$ cat src/rtl/sa_seq_pkg.sv
// Shared types and default geometry for the systolic tile sequencer.
// Holds the state enum, command mode codes and default strides.
package sa_seq_pkg;

    typedef enum logic [2:0] {
        S_IDLE      = 3'd0,
        S_LOAD_W    = 3'd1,
        S_STREAM    = 3'd2,
        S_DRAIN     = 3'd3,
        S_SAVE      = 3'd4,
        S_WAIT_HASH = 3'd5,
        S_DONE      = 3'd6
    } seq_state_e;

    localparam logic [1:0] MODE_AS = 2'd1;
    localparam logic [1:0] MODE_SA = 2'd2;

    localparam int DEF_TILE     = 4;
    localparam int DEF_N_ROWS   = 1344;
    localparam int DEF_N_BLK    = 4;
    localparam int DEF_A_STRIDE = 21504;
    localparam int DEF_S_STRIDE = 10752;
    localparam int DEF_B_BASE   = 86016;
    localparam int DEF_B_ROW    = 128;
    localparam int DEF_B_BLK    = 64;

    // Counter width for a range of n values; never narrower than 1 bit.
    function automatic int cw(input int n);
        return (n <= 1) ? 1 : $clog2(n);
    endfunction

endpackage

$ cat src/rtl/sa_addr_gen.sv
// Combinational BRAM address generator for the tile sequencer.
// Ports: state_i, is_as_i, t_i, l_i, r_i, blk_i in; addr_hash_o, addr_sp_o out.
module sa_addr_gen
    import sa_seq_pkg::*;
#(
    parameter int TILE     = DEF_TILE,
    parameter int AW       = 32,
    parameter int A_STRIDE = DEF_A_STRIDE,
    parameter int S_STRIDE = DEF_S_STRIDE,
    parameter int S_BLK    = 4 * DEF_S_STRIDE,
    parameter int B_BASE   = DEF_B_BASE,
    parameter int B_ROW    = DEF_B_ROW,
    parameter int B_BLK    = DEF_B_BLK,
    parameter int TW       = 2,
    parameter int LW       = 9,
    parameter int BW       = 2
) (
    input  seq_state_e      state_i,
    input  logic            is_as_i,
    input  logic [TW-1:0]   t_i,
    input  logic [LW-1:0]   l_i,
    input  logic [TW-1:0]   r_i,
    input  logic [BW-1:0]   blk_i,
    output logic [AW-1:0]   addr_hash_o,
    output logic [AW-1:0]   addr_sp_o
);

    localparam logic [AW-1:0] TILE_M1 = AW'(TILE - 1);
    localparam logic [AW-1:0] A_LINE  = AW'(TILE * 16);
    localparam logic [AW-1:0] S_LINE  = AW'(TILE * 8);
    localparam logic [AW-1:0] A_STR   = AW'(A_STRIDE);
    localparam logic [AW-1:0] S_STR   = AW'(S_STRIDE);
    localparam logic [AW-1:0] S_BLK_A = AW'(S_BLK);
    localparam logic [AW-1:0] B_BASEA = AW'(B_BASE);
    localparam logic [AW-1:0] B_ROW_A = AW'(B_ROW);
    localparam logic [AW-1:0] B_BLK_A = AW'(B_BLK);

    logic [AW-1:0] t_a;
    logic [AW-1:0] l_a;
    logic [AW-1:0] r_a;
    logic [AW-1:0] blk_a;
    logic [AW-1:0] odd_off;

    assign t_a     = AW'(t_i);
    assign l_a     = AW'(l_i);
    assign r_a     = AW'(r_i);
    assign blk_a   = AW'(blk_i);
    // Odd blocks read the second half of S while reusing A.
    assign odd_off = blk_i[0] ? S_BLK_A : '0;

    always_comb begin
        addr_hash_o = '0;
        addr_sp_o   = '0;
        unique case (state_i)
            S_LOAD_W: begin
                // Weights load bottom row first.
                addr_sp_o = blk_a * S_BLK_A
                          + (TILE_M1 - t_a) * S_STR;
            end
            S_STREAM: begin
                addr_hash_o = l_a * A_LINE + t_a * A_STR;
                if (is_as_i) begin
                    addr_sp_o = l_a * S_LINE + t_a * S_STR
                              + odd_off;
                end
            end
            S_SAVE: begin
                // Accumulator rows drain last row first.
                addr_sp_o = B_BASEA + blk_a * B_BLK_A
                          + (TILE_M1 - r_a) * B_ROW_A;
            end
            default: ;
        endcase
    end

endmodule

$ cat src/rtl/sa_tile_sequencer.sv
// Operand/result sequencer for a TILE x TILE systolic multiplier (AS/SA).
// Ports: clk, rst_n, start, mode, hash_ready, rd_data_hash, rd_data_sp,
// acc_data in; busy, done, addr_hash, addr_sp, wen_sp, wdata_sp,
// data_left, data_right, systolic_state, systolic_mode, transp_sel,
// state_o out; stall_cnt out only when SEQ_PERF_CNT_EN is defined.
module sa_tile_sequencer
    import sa_seq_pkg::*;
#(
    parameter int TILE     = DEF_TILE,
    parameter int N_ROWS   = DEF_N_ROWS,
    parameter int N_BLK    = DEF_N_BLK,
    parameter int AW       = 32,
    parameter int DW       = 64,
    parameter int A_STRIDE = DEF_A_STRIDE,
    parameter int S_STRIDE = DEF_S_STRIDE,
    parameter int S_BLK    = 4 * S_STRIDE,
    parameter int B_BASE   = DEF_B_BASE,
    parameter int B_ROW    = DEF_B_ROW,
    parameter int B_BLK    = DEF_B_BLK,
    parameter int DRAIN    = 2 * TILE - 1
) (
    input  logic          clk,
    input  logic          rst_n,
    input  logic          start,
    input  logic [1:0]    mode,
    output logic          busy,
    output logic          done,
    input  logic          hash_ready,
    input  logic [DW-1:0] rd_data_hash,
    input  logic [DW-1:0] rd_data_sp,
    input  logic [DW-1:0] acc_data,
    output logic [AW-1:0] addr_hash,
    output logic [AW-1:0] addr_sp,
    output logic          wen_sp,
    output logic [DW-1:0] wdata_sp,
    output logic [DW-1:0] data_left,
    output logic [DW-1:0] data_right,
    output logic          systolic_state,
    output logic          systolic_mode,
    output logic          transp_sel,
`ifdef SEQ_PERF_CNT_EN
    output logic [31:0]   stall_cnt,
`endif
    output logic [2:0]    state_o
);

    localparam int TW  = cw(TILE);
    localparam int LW  = cw(N_ROWS / TILE);
    localparam int BW  = cw(N_BLK);
    localparam int DCW = cw(DRAIN);

    localparam logic [TW-1:0]  T_LAST = TW'(TILE - 1);
    localparam logic [LW-1:0]  L_LAST = LW'(N_ROWS / TILE - 1);
    localparam logic [BW-1:0]  B_LAST = BW'(N_BLK - 1);
    localparam logic [DCW-1:0] D_LAST = DCW'(DRAIN - 1);

    seq_state_e     state_q, state_d;
    logic [TW-1:0]  t_q, t_d;
    logic [LW-1:0]  l_q, l_d;
    logic [TW-1:0]  r_q, r_d;
    logic [DCW-1:0] d_q, d_d;
    logic [BW-1:0]  blk_q, blk_d;
    logic           is_as_q, is_as_d;
    logic           transp_q, transp_d;

    logic accept;
    logic wait_exit;

    assign accept    = start && (mode == MODE_AS || mode == MODE_SA);
    // Odd blocks reuse the A data already in HASH memory.
    assign wait_exit = hash_ready || blk_q[0];

`ifdef SEQ_PERF_CNT_EN
    logic [31:0] stall_q, stall_d;
`endif

    always_ff @(posedge clk or negedge rst_n) begin
        if (!rst_n) begin
            state_q  <= S_IDLE;
            t_q      <= '0;
            l_q      <= '0;
            r_q      <= '0;
            d_q      <= '0;
            blk_q    <= '0;
            is_as_q  <= 1'b0;
            transp_q <= 1'b1;
        end else begin
            state_q  <= state_d;
            t_q      <= t_d;
            l_q      <= l_d;
            r_q      <= r_d;
            d_q      <= d_d;
            blk_q    <= blk_d;
            is_as_q  <= is_as_d;
            transp_q <= transp_d;
        end
    end

`ifdef SEQ_PERF_CNT_EN
    always_ff @(posedge clk or negedge rst_n) begin
        if (!rst_n) begin
            stall_q <= '0;
        end else begin
            stall_q <= stall_d;
        end
    end

    // Counts only cycles actually held back by hash_ready.
    always_comb begin
        stall_d = stall_q;
        if (state_q == S_IDLE && accept) begin
            stall_d = '0;
        end else if (state_q == S_WAIT_HASH && !wait_exit
                     && stall_q != '1) begin
            stall_d = stall_q + 32'd1;
        end
    end

    assign stall_cnt = stall_q;
`endif

    always_comb begin
        state_d  = state_q;
        t_d      = t_q;
        l_d      = l_q;
        r_d      = r_q;
        d_d      = d_q;
        blk_d    = blk_q;
        is_as_d  = is_as_q;
        transp_d = transp_q;
        unique case (state_q)
            S_IDLE: begin
                if (accept) begin
                    is_as_d  = (mode == MODE_AS);
                    transp_d = 1'b1;
                    t_d      = '0;
                    l_d      = '0;
                    r_d      = '0;
                    d_d      = '0;
                    blk_d    = '0;
                    state_d  = (mode == MODE_AS) ? S_STREAM : S_LOAD_W;
                end
            end
            S_LOAD_W: begin
                t_d = t_q + TW'(1);
                if (t_q == T_LAST) begin
                    t_d     = '0;
                    state_d = S_STREAM;
                end
            end
            S_STREAM: begin
                t_d = t_q + TW'(1);
                if (t_q == T_LAST) begin
                    t_d      = '0;
                    transp_d = ~transp_q;
                    l_d      = l_q + LW'(1);
                    if (l_q == L_LAST) begin
                        l_d     = '0;
                        state_d = S_DRAIN;
                    end
                end
            end
            S_DRAIN: begin
                d_d = d_q + DCW'(1);
                if (d_q == D_LAST) begin
                    d_d     = '0;
                    state_d = S_SAVE;
                end
            end
            S_SAVE: begin
                r_d = r_q + TW'(1);
                if (r_q == T_LAST) begin
                    r_d = '0;
                    if (blk_q == B_LAST) begin
                        blk_d   = '0;
                        state_d = S_DONE;
                    end else begin
                        blk_d   = blk_q + BW'(1);
                        state_d = S_WAIT_HASH;
                    end
                end
            end
            S_WAIT_HASH: begin
                if (wait_exit) begin
                    t_d     = '0;
                    l_d     = '0;
                    state_d = is_as_q ? S_STREAM : S_LOAD_W;
                end
            end
            S_DONE: begin
                state_d = S_IDLE;
            end
            default: begin
                state_d = S_IDLE;
            end
        endcase
    end

    sa_addr_gen #(
        .TILE     (TILE),
        .AW       (AW),
        .A_STRIDE (A_STRIDE),
        .S_STRIDE (S_STRIDE),
        .S_BLK    (S_BLK),
        .B_BASE   (B_BASE),
        .B_ROW    (B_ROW),
        .B_BLK    (B_BLK),
        .TW       (TW),
        .LW       (LW),
        .BW       (BW)
    ) u_addr (
        .state_i     (state_q),
        .is_as_i     (is_as_q),
        .t_i         (t_q),
        .l_i         (l_q),
        .r_i         (r_q),
        .blk_i       (blk_q),
        .addr_hash_o (addr_hash),
        .addr_sp_o   (addr_sp)
    );

    assign busy       = (state_q != S_IDLE);
    assign done       = (state_q == S_DONE);
    assign wen_sp     = (state_q == S_SAVE);
    assign wdata_sp   = wen_sp ? acc_data : '0;
    assign data_left  = (state_q == S_STREAM) ? rd_data_hash : '0;
    assign data_right = (state_q == S_STREAM || state_q == S_LOAD_W)
                      ? rd_data_sp : '0;
    // DRAIN keeps the array shifting so the last partial sums flush out.
    assign systolic_state = (state_q == S_STREAM || state_q == S_DRAIN);
    assign systolic_mode  = busy && is_as_q;
    assign transp_sel     = transp_q;
    assign state_o        = state_q;

endmodule

$ cat config.mk
export PLATFORM = sky130hd
export DESIGN_NAME = sa_tile_sequencer
export DESIGN_NICKNAME = d
export VERILOG_FILES = /design/src/rtl/sa_seq_pkg.sv /design/src/rtl/sa_addr_gen.sv /design/src/rtl/sa_tile_sequencer.sv
export SDC_FILE = /design/constraint.sdc
export NUM_CORES = 1
export LEC_CHECK = 0
export CAP_MARGIN = 30
export CORE_AREA = 2 2 178 180
export CTS_CLUSTER_SIZE = 30
export DETAILED_ROUTE_END_ITERATION = 10
export DIE_AREA = 0 0 180 182
export PLACE_DENSITY = 0.46
export SYNTH_ARGS = -nofsm -noshare
export SYNTH_HDL_FRONTEND = slang
export SYNTH_SLANG_ARGS = --single-unit
$ cat constraint.sdc
create_clock -name clk -period 6.4 [get_ports clk]
set_input_delay 0.96 -clock clk [delete_from_list [all_inputs] [get_ports clk]]
set_output_delay 0.96 -clock clk [all_outputs]
set_load 0.005 [all_outputs]
# ---- Yosys cells after proc, flatten, opt, wreduce, memory -nomap -nowiden
# Index checks and enable logic that the tools add are counted.
dict set report totals {
  memories 0
  latch_bits 0
  inputBits 198
  elab_cells 106
  ff_bits 23
  output_inout_bits 265
  ramBits 0
  romBits 0
}
dict set report classes {
  bitwise 1
  muxes 38
  n_reduce_logical 22
  n_shift 0
  magnitude_cmp 0
  div 0
  n_eq_ne 20
  multipliers 4
  addsub 13
}
# op count
set ops {}
lappend ops {{two-way mux 64 bit} 3}
lappend ops {{adder 32 bit} 3}
lappend ops {{one-hot mux 32 bit (3 select lines)} 1}
lappend ops {{two-way mux 32 bit} 2}
lappend ops {{two-way mux 9 bit} 4}
lappend ops {{adder 14 x 32 -> 32 bit} 1}
lappend ops {{adder 15 x 32 -> 32 bit} 1}
lappend ops {{multiplier 32 x 5 -> 23 bit, second input constant} 1}
lappend ops {{two-way mux 3 bit} 9}
lappend ops {{one-hot mux 9 bit (3 select lines)} 1}
lappend ops {{multiplier 2 x 5 -> 7 bit, second input constant} 3}
lappend ops {{adder 17 x 8 -> 18 bit, first input constant} 1}
lappend ops {{two-way mux 2 bit} 9}
lappend ops {{one-hot mux 3 bit (6 select lines)} 1}
lappend ops {{two-way mux 16 bit} 1}
lappend ops {{== test 3 bit, second input constant} 4}
lappend ops {{!= test 2 bit, second input constant} 6}
lappend ops {{adder 9 x 1 -> 9 bit, second input constant} 1}
lappend ops {{== test 9 bit, second input constant} 1}
lappend ops {{AND reduction 3 bit} 3}
lappend ops {{nonzero test 3 bit} 3}
lappend ops {{== test 2 bit, second input constant} 4}
lappend ops {{one-hot mux 2 bit (2 select lines)} 2}
lappend ops {{AND reduction 7 bit} 1}
lappend ops {{other kinds (19)} 32}

# ---- Longest topological paths before layout
dict set report depth {
  depth_word 5
  ltp_mapped 8
  mapped_depth_nobuf 8
}

# ---- By module
# From an unflattened synthesis, not the netlist that was laid out.
dict set report unflattened {
  hier_cells 520
  hier_area_um2 3972.6
}
# mod seq_area_each_um2 instances cells_per_inst area_each_um2
set modules_own_cells {}
lappend modules_own_cells {sa_tile_sequencer 576.8 1 365 2785.2}
lappend modules_own_cells {sa_addr_gen 0.0 1 155 1187.4}

# ---- Worst setup path after synthesis
# Ideal clock, no wire load.
dict set report synth_timing {
  path_kind {register to output}
  start {reg t_q[0]}
  end {out addr_sp[15]}
  path_slack_ps 3170
  n_path_buf 0
  t_arrival_ps 2270
  stages_incl_launch_ff 8
  path_cell_list {dfrtp_1 -> fa_1 -> ha_1 -> a21o_1 -> a21oi_1 -> o21ai_0 -> or2_2 -> a31oi_1}
}
dict set report synth_between {
  elab_chain_len 5
  word_cells_on_any_way 8
}
# item line_no
set synth_lines {}
lappend synth_lines {{start, declared} sa_tile_sequencer.sv:58} ;# logic [TW-1:0] t_q, t_d;
lappend synth_lines {{start signal, assigned} sa_tile_sequencer.sv:89} ;# t_q <= t_d;
lappend synth_lines {{parallel branches: the longest is 4 deep, another holds multiplier 32 x 5 -> 23 bit} -}
lappend synth_lines {{one-hot mux 32 bit (3 select lines) (*)} sa_addr_gen.sv:54} ;# unique case (state_i)
lappend synth_lines {{end, declared} sa_tile_sequencer.sv:33} ;# output logic [AW-1:0] addr_sp,
# Mark *: on every way between the ends.

# ---- Final worst setup path
dict set report layout_timing {
  start {reg blk_q[0]}
  end {out addr_sp[15]}
}
dict set report layout_between {
  elab_chain_len 4
  word_cells_on_any_way 8
}
# item line_no
set layout_lines {}
lappend layout_lines {{start, declared} sa_tile_sequencer.sv:62} ;# logic [BW-1:0] blk_q, blk_d;
lappend layout_lines {{start signal, assigned} sa_tile_sequencer.sv:93} ;# blk_q <= blk_d;
lappend layout_lines {{parallel branches: the longest is 3 deep, another holds adder 32 bit} -}
lappend layout_lines {{one-hot mux 32 bit (3 select lines) (*)} sa_addr_gen.sv:54}
# Marks and branches as above.

==> impl_metrics.toml <==
[worst_setup_path]
end_kind = "output port"
slowest_delay_ps = 640
worst-path-max-fanout = 12
arrival_ps = 3370
slowest_stage = "dfrtp_1"
worstPathCellList = "fa_1 -> ha_1 -> a21o_1 -> a21oi_1 -> o21ai_0 -> or2_2 -> a31oi_1 -> clkdlybuf4s50_1"
crit_type = "flip-flop to output port"
crit_required_ps = 5440
worstSetupStartpointType = "flip-flop"

[synth]
syn_inst = 508
netlist_area_sq_um = 3751
synth_most_common_cell = "and2_1"
yosysUniqueCellTypes = 55
ys.flop_type = "dfrtp_1"
synth_top_cell_area_share = 0.2318
ys_seq_area_frac = 0.1538
synth.area.top_cells = "and2_1 23%, dfrtp_1 15%, nor2b_1 12%"
synthArstFlopShare = 1.000
ys_top_cells_by_count = "139 x and2_1, 71 x nor2b_1, 41 x buf_4"
synth-edff-count = 0
syn_avg_cell_area_sq_um = 7.384
synth.largest_area_cell = "and2_1"
yosysWarnings = 0
yosys_register_bits = 23

[timing]
setup_tns_ps = 0
fin_crit_ps = 4331
slew_headroom = 0.3776
final_max_slew_viol_count = 0
rsz0062_at_grt = "no"
setup_violations = 0
worst_slew_pin_slew_ps = 933.6
setup_slack_ps = 2069
finalHoldViolations = 0
period_share = 0.6767
fin_skew_ps = 1.956
fmax_mhz = 230.9

[clock_network]
root_buffer = "clkbuf_16"
insertion_delay_ps = 260
cts_buffer_depth = 2
clock-sinks = 23
h-tree-depth = 1
clk_pin_slew_worst_paths_ps = 70
cts_tree = "built"
cts_resized = 0
cts_setup_buffers = 0
cts_made_buffers = 3
hold_buffers = 0

[route]
drtIter0Drc = 141
wl_per_cell_microns = 20.72
first_pass_iters = 4
wirelength_mm = 27.10
via_count = 4963
drc = 0
vias_per_cell = 3.794
ant_nets = 0

[worst_hold_path]
hold_path.class = "flip-flop to flip-flop"

[layout]
n_antenna_cell = 0
drive_above_1_share = 0.02208
seq_area_sq_um = 576.8
fin_area_sq_um = 8327
multi_input_area_sq_um = 2856
area_delta_synth_final_pct = 122.0
num-fill-cells = 3393
final_nets = 1130

[floorplanning]
rows = 65
chipWidth_microns = 180
initial_core_util = 0.1211
die_y_microns = 182
core_area_sq_um = 30990
io_pins = 463
dieArea_sq_um = 32760

[grt]
antenna_found_initial = 5
grt_max_degree = 79
grt_use_total = 0.1579
grt_pass1_wl_mm = 37.56
globalRoute.totalOverflow = 0
grt_pass1_vias = 5046

[power]
power.density_nw_per_um2 = 72.79
ir_drop_uv = 82.56
finalPower_w = 0.0006061
power_leakage_nw = 3.297

[status]
status = "finished, final reports clean"

[placed_design]
dpl_worst_slack_ps = 2326
place_area_sq_um = 8248
portBuffers = 422
dp_hpwl_mm = 24.07
gp_congestion = 0.8078

[job]
drv_cap = 0
==> state kept, by name, indices dropped and copies added (netlist names) <==
register and count:
t_q 2, state_o 3, blk_q 2, is_as_q 1, l_q 9, transp_sel 1
d_q 3, r_q 2
==> cells in the final DEF (no fill, tap or decap), types with 3 or more instances in the layout <==
cell type	instances
a21o_1	4
a21oi_1	12
a22o_1	4
a31oi_1	5
and2_1	139
and3_1	3
buf_4	3
clkbuf_16	3
clkdlybuf4s50_1	422
conb_1	40
dfrtp_1	22
fa_1	5
ha_1	20
inv_1	10
mux2i_1	3
nand2_1	23
nand2b_1	6
nand3_1	9
nor2_1	19
nor2b_1	71
nor3_1	3
o211ai_1	3
o21ai_0	24
o31ai_1	5
or3_1	4
xnor2_1	3
xor2_1	5
==> cells by family (layout without fill, tap and decap cells) <==
| logic type | Yosys count | in the layout | synth area share |
|---|---|---|---|
| AO/OA/AOI/OAI | 74 | 74 | 0.1341 |
| XOR/XNOR | 8 | 8 | 0.01868 |
| adder cells (fa/ha/maj) | 25 | 25 | 0.09340 |
| buffers and inverters | 83 | 442 | 0.1258 |
| flip-flops | 23 | 23 | 0.1538 |
| multiplexers | 5 | 5 | 0.01401 |
| other | 1 | 40 | 0.0009997 |
| AND/OR/NAND/NOR | 289 | 289 | 0.4593 |
==> critical path: cells and delay by family, from the launching register on <==
family,cells,cell delay (ps)
simple gates,1,310
fa+ha+maj,2,870
compound gates,4,760
buf+inv,1,540
flops,1,640
==> cell type report <==
class / count / area share
clock buffer: 4 / 0.009467
inverter: 12 / 0.005409
timing repair buffer: 426 / 0.5124
multi-input combinational: 441 / 0.3431
tap: 402 / 0.06041
sequential: 23 / 0.06927
==> path summary, 6_finish.rpt <==
path	startpoint	end	slack (ps)	depth (start not counted)
worst max-delay path	blk_q[0]$_DFFE_PN0P_	addr_sp[15]	2070	8
worst min register to register	d_q[2]$_DFFE_PN0P_	d_q[2]$_DFFE_PN0P_	520	1
max in group asynchronous	rst_n	transp_sel$_DFFE_PN1P_	5040	2
worst min-delay path	d_q[2]$_DFFE_PN0P_	d_q[2]$_DFFE_PN0P_	520	1
min in group asynchronous	rst_n	d_q[1]$_DFFE_PN0P_	1060	2
worst max register to register	state_o[1]$_DFFE_PN0P_	l_q[5]$_DFFE_PN0P_	3830	5
==> power by group <==
group,leakage [nW],switching [W],internal (W)
sequential,0.276,0.0000118,0.000150
clock,0.0382,0.0000577,0.0000853
combinational,2.98,0.0000899,0.000211
total,3.30,0.000159,0.000447
==> through the flow <==
stage,hold slack (ps),instances,util
4_1_cts,527.3,1308,0.2687
6_report,517.7,1308,0.2687
3_3_place_gp,501.9,1303,0.2655
5_1_grt,561.7,1308,0.2687
3_5_place_dp,515.9,1304,0.2662
2_1_floorplan,464.3,547,-
==> routing by layer <==
layer  GRT usage  vias to the layer above  part of all wire  wire length, microns
li1            -                     2380                 -                     -
met1      0.1471                     2266              0.33                  8903
met2      0.3338                      291              0.57                 15430
met3     0.05154                       18             0.088                  2393
met4     0.02049                        8             0.012                   327
met5           0                        -            0.0016                    44
Note: power is estimated with default switching activity, not from simulation.
